## src/rtl/draw_bounding_box_pkg.sv

```systemverilog
// Shared constants and state encoding for the bounding-box drawer.
package draw_bounding_box_pkg;

  localparam int xSz    = 6;
  localparam int ySz    = 6;
  localparam int addrSz = 12;
  localparam int colSz  = 3;
  localparam int X_RES  = 60;
  localparam int Y_RES  = 60;

  localparam logic [colSz-1:0] BOX_COLOUR = 3'b100;

  typedef enum logic [2:0] {
    IDLE,
    CHECK,
    TOP,
    BOTTOM,
    LEFT,
    RIGHT,
    DONE
  } state_t;

endpackage

```

## src/rtl/draw_bounding_box_if.sv

```systemverilog
// Edge-search results in, frame-RAM write port and status out.
interface draw_bounding_box_if;
  import draw_bounding_box_pkg::*;

  logic              TopandBottomFound;
  logic [ySz-1:0]    mostTop;
  logic [ySz-1:0]    mostBottom;
  logic [xSz-1:0]    mostLeft;
  logic              leftFound;
  logic [xSz-1:0]    mostRight;
  logic              rightFound;
  logic              wren;
  logic [addrSz-1:0] address;
  logic [colSz-1:0]  data;
  logic              busy;
  logic              boxDone;
  logic              boxErr;

  modport master (
    output TopandBottomFound, mostTop, mostBottom, mostLeft, leftFound,
           mostRight, rightFound,
    input  wren, address, data, busy, boxDone, boxErr
  );

  modport slave (
    input  TopandBottomFound, mostTop, mostBottom, mostLeft, leftFound,
           mostRight, rightFound,
    output wren, address, data, busy, boxDone, boxErr
  );

endinterface

```

## src/rtl/draw_bounding_box_address_translator.sv

```systemverilog
// Maps a pixel coordinate to its linear frame-RAM address (y*X_RES + x).
module draw_bounding_box_address_translator
  import draw_bounding_box_pkg::*;
(
  input  logic [xSz-1:0]    x,
  input  logic [ySz-1:0]    y,
  output logic [addrSz-1:0] address
);

  always_comb begin
    address = addrSz'(y) * addrSz'(X_RES) + addrSz'(x);
  end

endmodule

```

## src/rtl/draw_bounding_box.sv

```systemverilog
// Latches left/right edge results and writes the rectangle perimeter into
// the frame RAM one pixel per cycle.
module draw_bounding_box
  import draw_bounding_box_pkg::*;
(
  input  logic               clk,
  input  logic               reset,
  draw_bounding_box_if.slave bus
);

  localparam logic [xSz-1:0] X_MAX = xSz'(X_RES - 1);
  localparam logic [ySz-1:0] Y_MAX = ySz'(Y_RES - 1);

  state_t state, state_next;

  logic           l_valid, r_valid, err;
  logic [xSz-1:0] left_q, right_q, x;
  logic [ySz-1:0] top_q, bottom_q, y;
  logic [addrSz-1:0] pix_addr;
  logic bad_box, tall_box, x_last, y_last, writing;

  assign bad_box  = (left_q > right_q) || (top_q > bottom_q) ||
                    (left_q > X_MAX) || (right_q > X_MAX) ||
                    (top_q > Y_MAX) || (bottom_q > Y_MAX);
  // At least one row strictly between top and bottom, so the sides have pixels.
  assign tall_box = {1'b0, bottom_q} > ({1'b0, top_q} + (ySz+1)'(1));
  assign x_last   = (x == right_q);
  assign y_last   = (y == bottom_q - ySz'(1));

  draw_bounding_box_address_translator u_xlate (
    .x       (x),
    .y       (y),
    .address (pix_addr)
  );

  always_ff @(posedge clk) begin
    if (reset || bus.TopandBottomFound || state == DONE) begin
      l_valid <= 1'b0;
      r_valid <= 1'b0;
      if (reset) begin
        left_q   <= '0;
        right_q  <= '0;
        top_q    <= '0;
        bottom_q <= '0;
      end
    end else if (state == IDLE) begin
      if (bus.leftFound) begin
        l_valid <= 1'b1;
        left_q  <= bus.mostLeft;
      end
      if (bus.rightFound) begin
        r_valid <= 1'b1;
        right_q <= bus.mostRight;
      end
      if (bus.leftFound || bus.rightFound) begin
        top_q    <= bus.mostTop;
        bottom_q <= bus.mostBottom;
      end
    end
  end

  always_ff @(posedge clk) begin
    if (reset) state <= IDLE;
    else       state <= state_next;
  end

  always_comb begin
    state_next = state;
    if (bus.TopandBottomFound) begin
      state_next = IDLE;
    end else begin
      unique case (state)
        IDLE:   if (l_valid && r_valid) state_next = CHECK;
        CHECK:  state_next = bad_box ? DONE : TOP;
        TOP:    if (x_last) state_next = (bottom_q != top_q) ? BOTTOM : DONE;
        BOTTOM: if (x_last) state_next = tall_box ? LEFT : DONE;
        LEFT:   if (y_last) state_next = (right_q != left_q) ? RIGHT : DONE;
        RIGHT:  if (y_last) state_next = DONE;
        DONE:   state_next = IDLE;
        default: state_next = IDLE;
      endcase
    end
  end

  // Each edge section preloads the start coordinate of the section that follows.
  always_ff @(posedge clk) begin
    if (reset) begin
      x   <= '0;
      y   <= '0;
      err <= 1'b0;
    end else begin
      case (state)
        CHECK: begin
          x   <= left_q;
          y   <= top_q;
          err <= bad_box;
        end
        TOP: begin
          if (x_last) begin
            x <= left_q;
            y <= bottom_q;
          end else begin
            x <= x + xSz'(1);
          end
        end
        BOTTOM: begin
          if (x_last) begin
            x <= left_q;
            y <= top_q + ySz'(1);
          end else begin
            x <= x + xSz'(1);
          end
        end
        LEFT: begin
          if (y_last) begin
            x <= right_q;
            y <= top_q + ySz'(1);
          end else begin
            y <= y + ySz'(1);
          end
        end
        RIGHT:   if (!y_last) y <= y + ySz'(1);
        default: ;
      endcase
    end
  end

  always_comb begin
    writing     = (state == TOP) || (state == BOTTOM) ||
                  (state == LEFT) || (state == RIGHT);
    bus.wren    = writing;
    bus.address = writing ? pix_addr : '0;
    bus.data    = writing ? BOX_COLOUR : '0;
    bus.busy    = (state != IDLE);
    bus.boxDone = (state == DONE);
    bus.boxErr  = (state == DONE) && err;
  end

endmodule

```

## src/flat_wrapper.sv

```systemverilog
// flat-port wrapper written by rule: the top's interface ports become plain ports
module draw_bounding_box_flat import draw_bounding_box_pkg::*;
  (clk, reset, bus_TopandBottomFound, bus_mostTop, bus_mostBottom, bus_mostLeft, bus_leftFound, bus_mostRight, bus_rightFound, bus_wren, bus_address, bus_data, bus_busy, bus_boxDone, bus_boxErr);
  draw_bounding_box_if bus_i ();
  input  logic clk;
  input  logic reset;
  input wire logic [$bits(bus_i.TopandBottomFound)-1:0] bus_TopandBottomFound;
  input wire logic [$bits(bus_i.mostTop)-1:0] bus_mostTop;
  input wire logic [$bits(bus_i.mostBottom)-1:0] bus_mostBottom;
  input wire logic [$bits(bus_i.mostLeft)-1:0] bus_mostLeft;
  input wire logic [$bits(bus_i.leftFound)-1:0] bus_leftFound;
  input wire logic [$bits(bus_i.mostRight)-1:0] bus_mostRight;
  input wire logic [$bits(bus_i.rightFound)-1:0] bus_rightFound;
  output wire logic [$bits(bus_i.wren)-1:0] bus_wren;
  output wire logic [$bits(bus_i.address)-1:0] bus_address;
  output wire logic [$bits(bus_i.data)-1:0] bus_data;
  output wire logic [$bits(bus_i.busy)-1:0] bus_busy;
  output wire logic [$bits(bus_i.boxDone)-1:0] bus_boxDone;
  output wire logic [$bits(bus_i.boxErr)-1:0] bus_boxErr;
  assign bus_i.TopandBottomFound = bus_TopandBottomFound;
  assign bus_i.mostTop = bus_mostTop;
  assign bus_i.mostBottom = bus_mostBottom;
  assign bus_i.mostLeft = bus_mostLeft;
  assign bus_i.leftFound = bus_leftFound;
  assign bus_i.mostRight = bus_mostRight;
  assign bus_i.rightFound = bus_rightFound;
  assign bus_wren = bus_i.wren;
  assign bus_address = bus_i.address;
  assign bus_data = bus_i.data;
  assign bus_busy = bus_i.busy;
  assign bus_boxDone = bus_i.boxDone;
  assign bus_boxErr = bus_i.boxErr;
  draw_bounding_box u_core (.clk(clk), .reset(reset), .bus(bus_i));
endmodule
```

## config.mk

```make
export PLATFORM = sky130hd
export DESIGN_NAME = draw_bounding_box_flat
export DESIGN_NICKNAME = d
export VERILOG_FILES = /design/src/rtl/draw_bounding_box_pkg.sv /design/src/rtl/draw_bounding_box_if.sv /design/src/rtl/draw_bounding_box_address_translator.sv /design/src/rtl/draw_bounding_box.sv /design/src/flat_wrapper.sv
export SDC_FILE = /design/constraint.sdc
export NUM_CORES = 1
export LEC_CHECK = 0
export ABC_AREA = 1
export CORE_MARGIN = 5
export CORE_UTILIZATION = 50
export CTS_CLUSTER_SIZE = 10
export DETAILED_ROUTE_END_ITERATION = 12
export PLACE_DENSITY_LB_ADDON = 0.3
export SETUP_SLACK_MARGIN = 0.15
export SYNTH_ARGS = -nofsm -noshare
export SYNTH_HDL_FRONTEND = slang
export SYNTH_SLANG_ARGS = --single-unit
```

## constraint.sdc

```tcl
create_clock -name clk -period 6.7 [get_ports clk]
set_input_delay 1.34 -clock clk [delete_from_list [all_inputs] [get_ports clk]]
set_output_delay 1.34 -clock clk [all_outputs]
set_load 0.005 [all_outputs]
```

* Yosys cells after proc, flatten, opt, wreduce, memory -nomap -nowiden
Index checks and enable logic that the tools add are counted.
Widths: inputs -> output; s select.
** Storage, ports and cells
- Flip-flop bits (word level) :: 42
- Input bits :: 29
- Output and inout port bits :: 19
- Logic and storage cells :: 105
** Cells by class
- $add $sub $neg :: 6
- Multiply operators :: 1
- Magnitude comparators :: 7
- Equality and inequality tests :: 17
- Multiplexer cells :: 33
- Reduce and logical (&&, ||, !) cells :: 31
** Operators with widths (count)
- $mux 6 :: 19
- $pmux 6 s5 :: 1
- $gt 6x6->1 const B :: 4
- $mux 3 :: 8
- $add 6x1->6 const B :: 3
- $pmux 3 s6 :: 1
- $pmux 6 s3 :: 1
- $add 12x6->12 :: 1
- $eq 6x6->1 :: 2
- $gt 6x6->1 :: 2
- $mux 12 :: 1
- $ne 6x6->1 :: 2
- $logic_or 1x1->1 :: 11
- $mul 6x4->10 const B :: 1
- $eq 3x3->1 const B :: 3
- $reduce_and 3->1 :: 3
- $ne 2x1->1 const B :: 4
- $reduce_bool 2->1 :: 4
- $add 6x1->7 const B :: 1
- $gt 6x7->1 :: 1
- $eq 3x2->1 const B :: 2
- $ne 2x2->1 const B :: 3
- $reduce_and 2->1 :: 3
- $reduce_bool 3->1 :: 2
- 9 further kinds :: 12

* Longest topological paths before layout
- Depth after elaboration :: 8
- Mapped depth :: 16

* Modules after synthesis
A second synthesis with hierarchy kept.
** Second synthesis, totals
- Cells, all modules :: 618
- Area, all modules :: 4292.9 um^2
** By module, submodules not included
- draw_bounding_box :: instances 1, cells each 474, area an instance 3316.9 um^2
- draw_bounding_box_address_translator :: instances 1, cells each 144, area an instance 975.9 um^2

* Least setup slack after synthesis
Ideal clock, no wire load.
- Path kind :: reg2out
- Start :: reg u_core.y[2]
- End :: out bus_address[11]
- Arrival time :: 3.076 ns
- Data required time :: 5.360 ns
- Slack :: 2.284 ns
- Cell stages (with the launch flop) :: 15
- Path buffers :: 0
- Path through :: dfxtp_1 > fa_1 > fa_1 > inv_1 > fa_1 > inv_1 > ha_1 > nand2_1 > inv_1 > o21ai_0 > nor2_1 > and3_1 > nand2_1 > nor2_1 > nor2_1
** Between the ends
- Word-level cells in the longest chain between the ends :: 3
** RTL lines
- from (decl) :: RTL line draw_bounding_box.sv:18 : logic [ySz-1:0] top_q, bottom_q, y;
- from (signal assigned) :: RTL line draw_bounding_box.sv:95 : y <= top_q;
- from (signal assigned) :: RTL line draw_bounding_box.sv:101 : y <= bottom_q;
- from (signal assigned) :: RTL line draw_bounding_box.sv:109 : y <= top_q + ySz'(1);
- $mul 6x4->10 :: RTL line draw_bounding_box_address_translator.sv:11 : address = addrSz'(y) * addrSz'(X_RES) + addrSz'(x);
- $add 12x6->12 :: RTL line draw_bounding_box_address_translator.sv:11
- $mux 12 :: RTL line draw_bounding_box.sv:132 : bus.address = writing ? pix_addr : '0;
- to (decl) :: RTL line flat_wrapper.sv:15 : output wire logic [$bits(bus_i.address)-1:0] bus_address;
No other way between the ends.

* Worst setup path in the final report
Ends and elaborated chain as after synthesis.

==> results.tsv <==
stage	metric	value	unit
drt	first_pass_iters	5	
timing	rsz0062_at_grt	false	
setup_path	worstPathCellList	fa_1 -> fa_1 -> inv_1 -> fa_1 -> inv_1 -> ha_1 -> nand2_1 -> inv_1 -> o21ai_0 -> nor2_1 -> and3_1 -> nand2_1 -> nor2_1 -> nor2_1 -> clkdlybuf4s50_1	
min_path	hp-class	flip-flop to flip-flop	
cts	cts_resized	0	
die	start_util	0.519	
cts	clk_pin_slew	0.10	ns
logic_synthesis	synth_common_cells	109 x inv_1, 100 x nand2_1, 75 x nor2_1, 41 x ha_1, 32 x nand3_1	
logic_synthesis	synth.area.top_cells	edfxtp_1 18%, ha_1 13%, inv_1 10%, nand2_1 9.3%, dfxtp_1 8.9%	
setup_path	cp-start-kind	flip-flop	
pwr	power.density	132	nW/um^2
run_status	status	complete, no violations	
logic_synthesis	synth.avg_cell_area	7.13	sq um
timing	tightest_slew	1.25	ns
drt	post_drt_wl_per_cell	13.4	microns
cts	cts-htree-levels	2	
finish	drive_above_1_share	0.0636	
logic_synthesis	synth_cell_types	40	
global_route	grt_overflow_total	0	
drt	vias	3712	
logic_synthesis	synth_most_common_cell	inv_1	
finish	nNetsFinal	692	
cts	cts.sinks	42	
finish	area.growth.synth_to_final	15.1	%
logic_synthesis	syn_inst	568	
global_route	grt_pass1_vias	3628	
setup_path	crit_required	5.36	ns
place	place_congestion	0.923	
setup_path	critical-path-top-delay-family	adder cells	
logic_synthesis	synthesis.area	4050	sq um
setup_path	crit_slowest_cell	fa_1	
setup_path	cpPeakStageDelay	0.54	ns
finish	final_cells	715	
logic_synthesis	synthArstFlopShare	0	
logic_synthesis	synthFlopType	edfxtp_1	
die	core-area	7810	sq um
setup_path	critPathKind	flip-flop to primary output	
timing	relSlewSlack	0.160	
pwr	vdd_drop_max	0.117	mV
die	ios	48	
drt	final_antenna_net_count	0	
timing	hold_viol_final	0	
cts	cts-hold-fix-buffers	0	
cts	cts_root_buf	clkbuf_8	
setup_path	arrival	4.20	ns
drt	drc	0	
place	hpwl	7890	microns
timing	timing.final.crit_share	0.827	
finish	antenna_cells	0	
cts	cts_tree	built	
global_route	antenna_found_initial	0	
cts	numCtsBuffers	5	
drt	drt_iter0_drc	215	
timing	fin_tns_setup	0	ns
cts	clk-insertion-delay-late	0.31	ns
logic_synthesis	ys_seq_area_frac	0.267	
setup_path	path_buf_inv	4	
cts	postCtsSetupBuffers	0	
timing	min_period	5.54	ns
die	rows	32	
timing	setup_viol	0	
pwr	leakage	0.00230	uW
place	dpl.cell_count	707	
place	io_buffers	45	
die	fp.dieH	100	microns
logic_synthesis	yosysTopAreaCellShare	0.178	
logic_synthesis	synth.largest_area_cell	edfxtp_1	
logic_synthesis	ys.warnings.count	0	
logic_synthesis	synth_edf_count	24	
cts	cts_buffer_depth	2	
die	die_w	100	microns
timing	fmax	0.181	GHz
logic_synthesis	synth_seq_cells	42	
setup_path	endpoint_kind	primary output	
timing	slew_violations	0	
global_route	grt_pass1_wl	16400	microns
flow_run	cap_violations	0	
setup_path	crit_fanout	7	
die	die_area	10000	sq um
timing	skew	0.0119	ns
global_route	grt_util_all_layers	0.198	
global_route	grt_max_degree	28	
drt	via_per_inst	5.19	
drt	drt-total-wl	9590	microns
## tightest hold or removal path: stages, from the launching register on
cell and delay (ns):
dfxtp_1 0.32, inv_1 0.05, a21oi_1 0.05
## layout make-up
type                    instances  area, sq um
fillers                       743         3150
multi-input cells             400         2460
flip-flops and latches         42         1080
repair buffers                 45          450
inverters                     118          445
well taps                     102          128
clock buffers                   6         82.6
clock inverters                 2         16.3
## kinds of logic after synthesis
logic type / synth area share
buf+inv: 0.127
fa+ha+maj: 0.176
simple gates: 0.280
flops: 0.267
other cells: 0.000926
xor+xnor: 0.0454
compound gates: 0.103
## state kept, by name (all words and copies together), names as in the netlist
signal,flops
u_core.bottom_q,6
u_core.err,1
u_core.l_valid,1
u_core.left_q,6
u_core.r_valid,1
u_core.right_q,6
u_core.state,3
u_core.top_q,6
u_core.x,6
u_core.y,6
## layer usage
metal | track usage | vias up | wire length (microns)
li1 | - | 1892 | -
met1 | 0.258 | 1692 | 4410
met2 | 0.335 | 105 | 4460
met3 | 0.0257 | 23 | 438
met4 | 0.0725 | 0 | 277
met5 | 0 | - | 0
## power by group
part,leakage (uW),switching [uW],internal [uW]
combinational,0.00186,73.2,52.0
sequential,0.000396,15.6,287
clock,0.0000478,100,85.0
total,0.00230,189,424
## per-stage QoR
stage	setup WS [ns]	total power [uW]	hold WS (ns)	util	instance area, sq um
6_report	1.16	614	0.465	0.597	4660
5_1_grt	0.949	648	0.483	0.597	4660
4_1_cts	1.17	620	0.464	0.597	4660
3_5_place_dp	1.52	432	0.451	0.584	4560
3_3_place_gp	1.71	427	0.440	0.584	4560
2_1_floorplan	2.28	388	0.430	-	4060
## worst paths after layout
check	start	end	slack [ns]	cells after the start
hold / removal	u_core.r_valid$_SDFFE_PP0P_	u_core.r_valid$_SDFFE_PP0P_	0.46	2
setup / recovery	u_core.y[2]$_SDFFE_PP0P_	bus_address[11]	1.16	15
setup reg to reg	u_core.state[2]$_SDFFE_PP0P_	u_core.bottom_q[1]$_SDFFCE_PP0P_	3.47	6
hold reg to reg	u_core.r_valid$_SDFFE_PP0P_	u_core.r_valid$_SDFFE_PP0P_	0.46	2
## placed cells by master, fill, tap and decap left out, drive strengths merged
cell and count:
inv 119, nand2 104, nor2 81, clkdlybuf4s50 45, ha 41, a21oi 35
nand3 34, edfxtp 24, o21ai 21, dfxtp 18, nand4 14, xor2 14
nor3 11, fa 10, o22ai 8, xnor2 7, clkbuf 6, o21a 5
or2 5, a22oi 2, nor4 2, conb 2, nand3b 1, a221o 1
and3 1, a31oi 1, clkinvlp 1
Power figures use the tool's default switching activity.
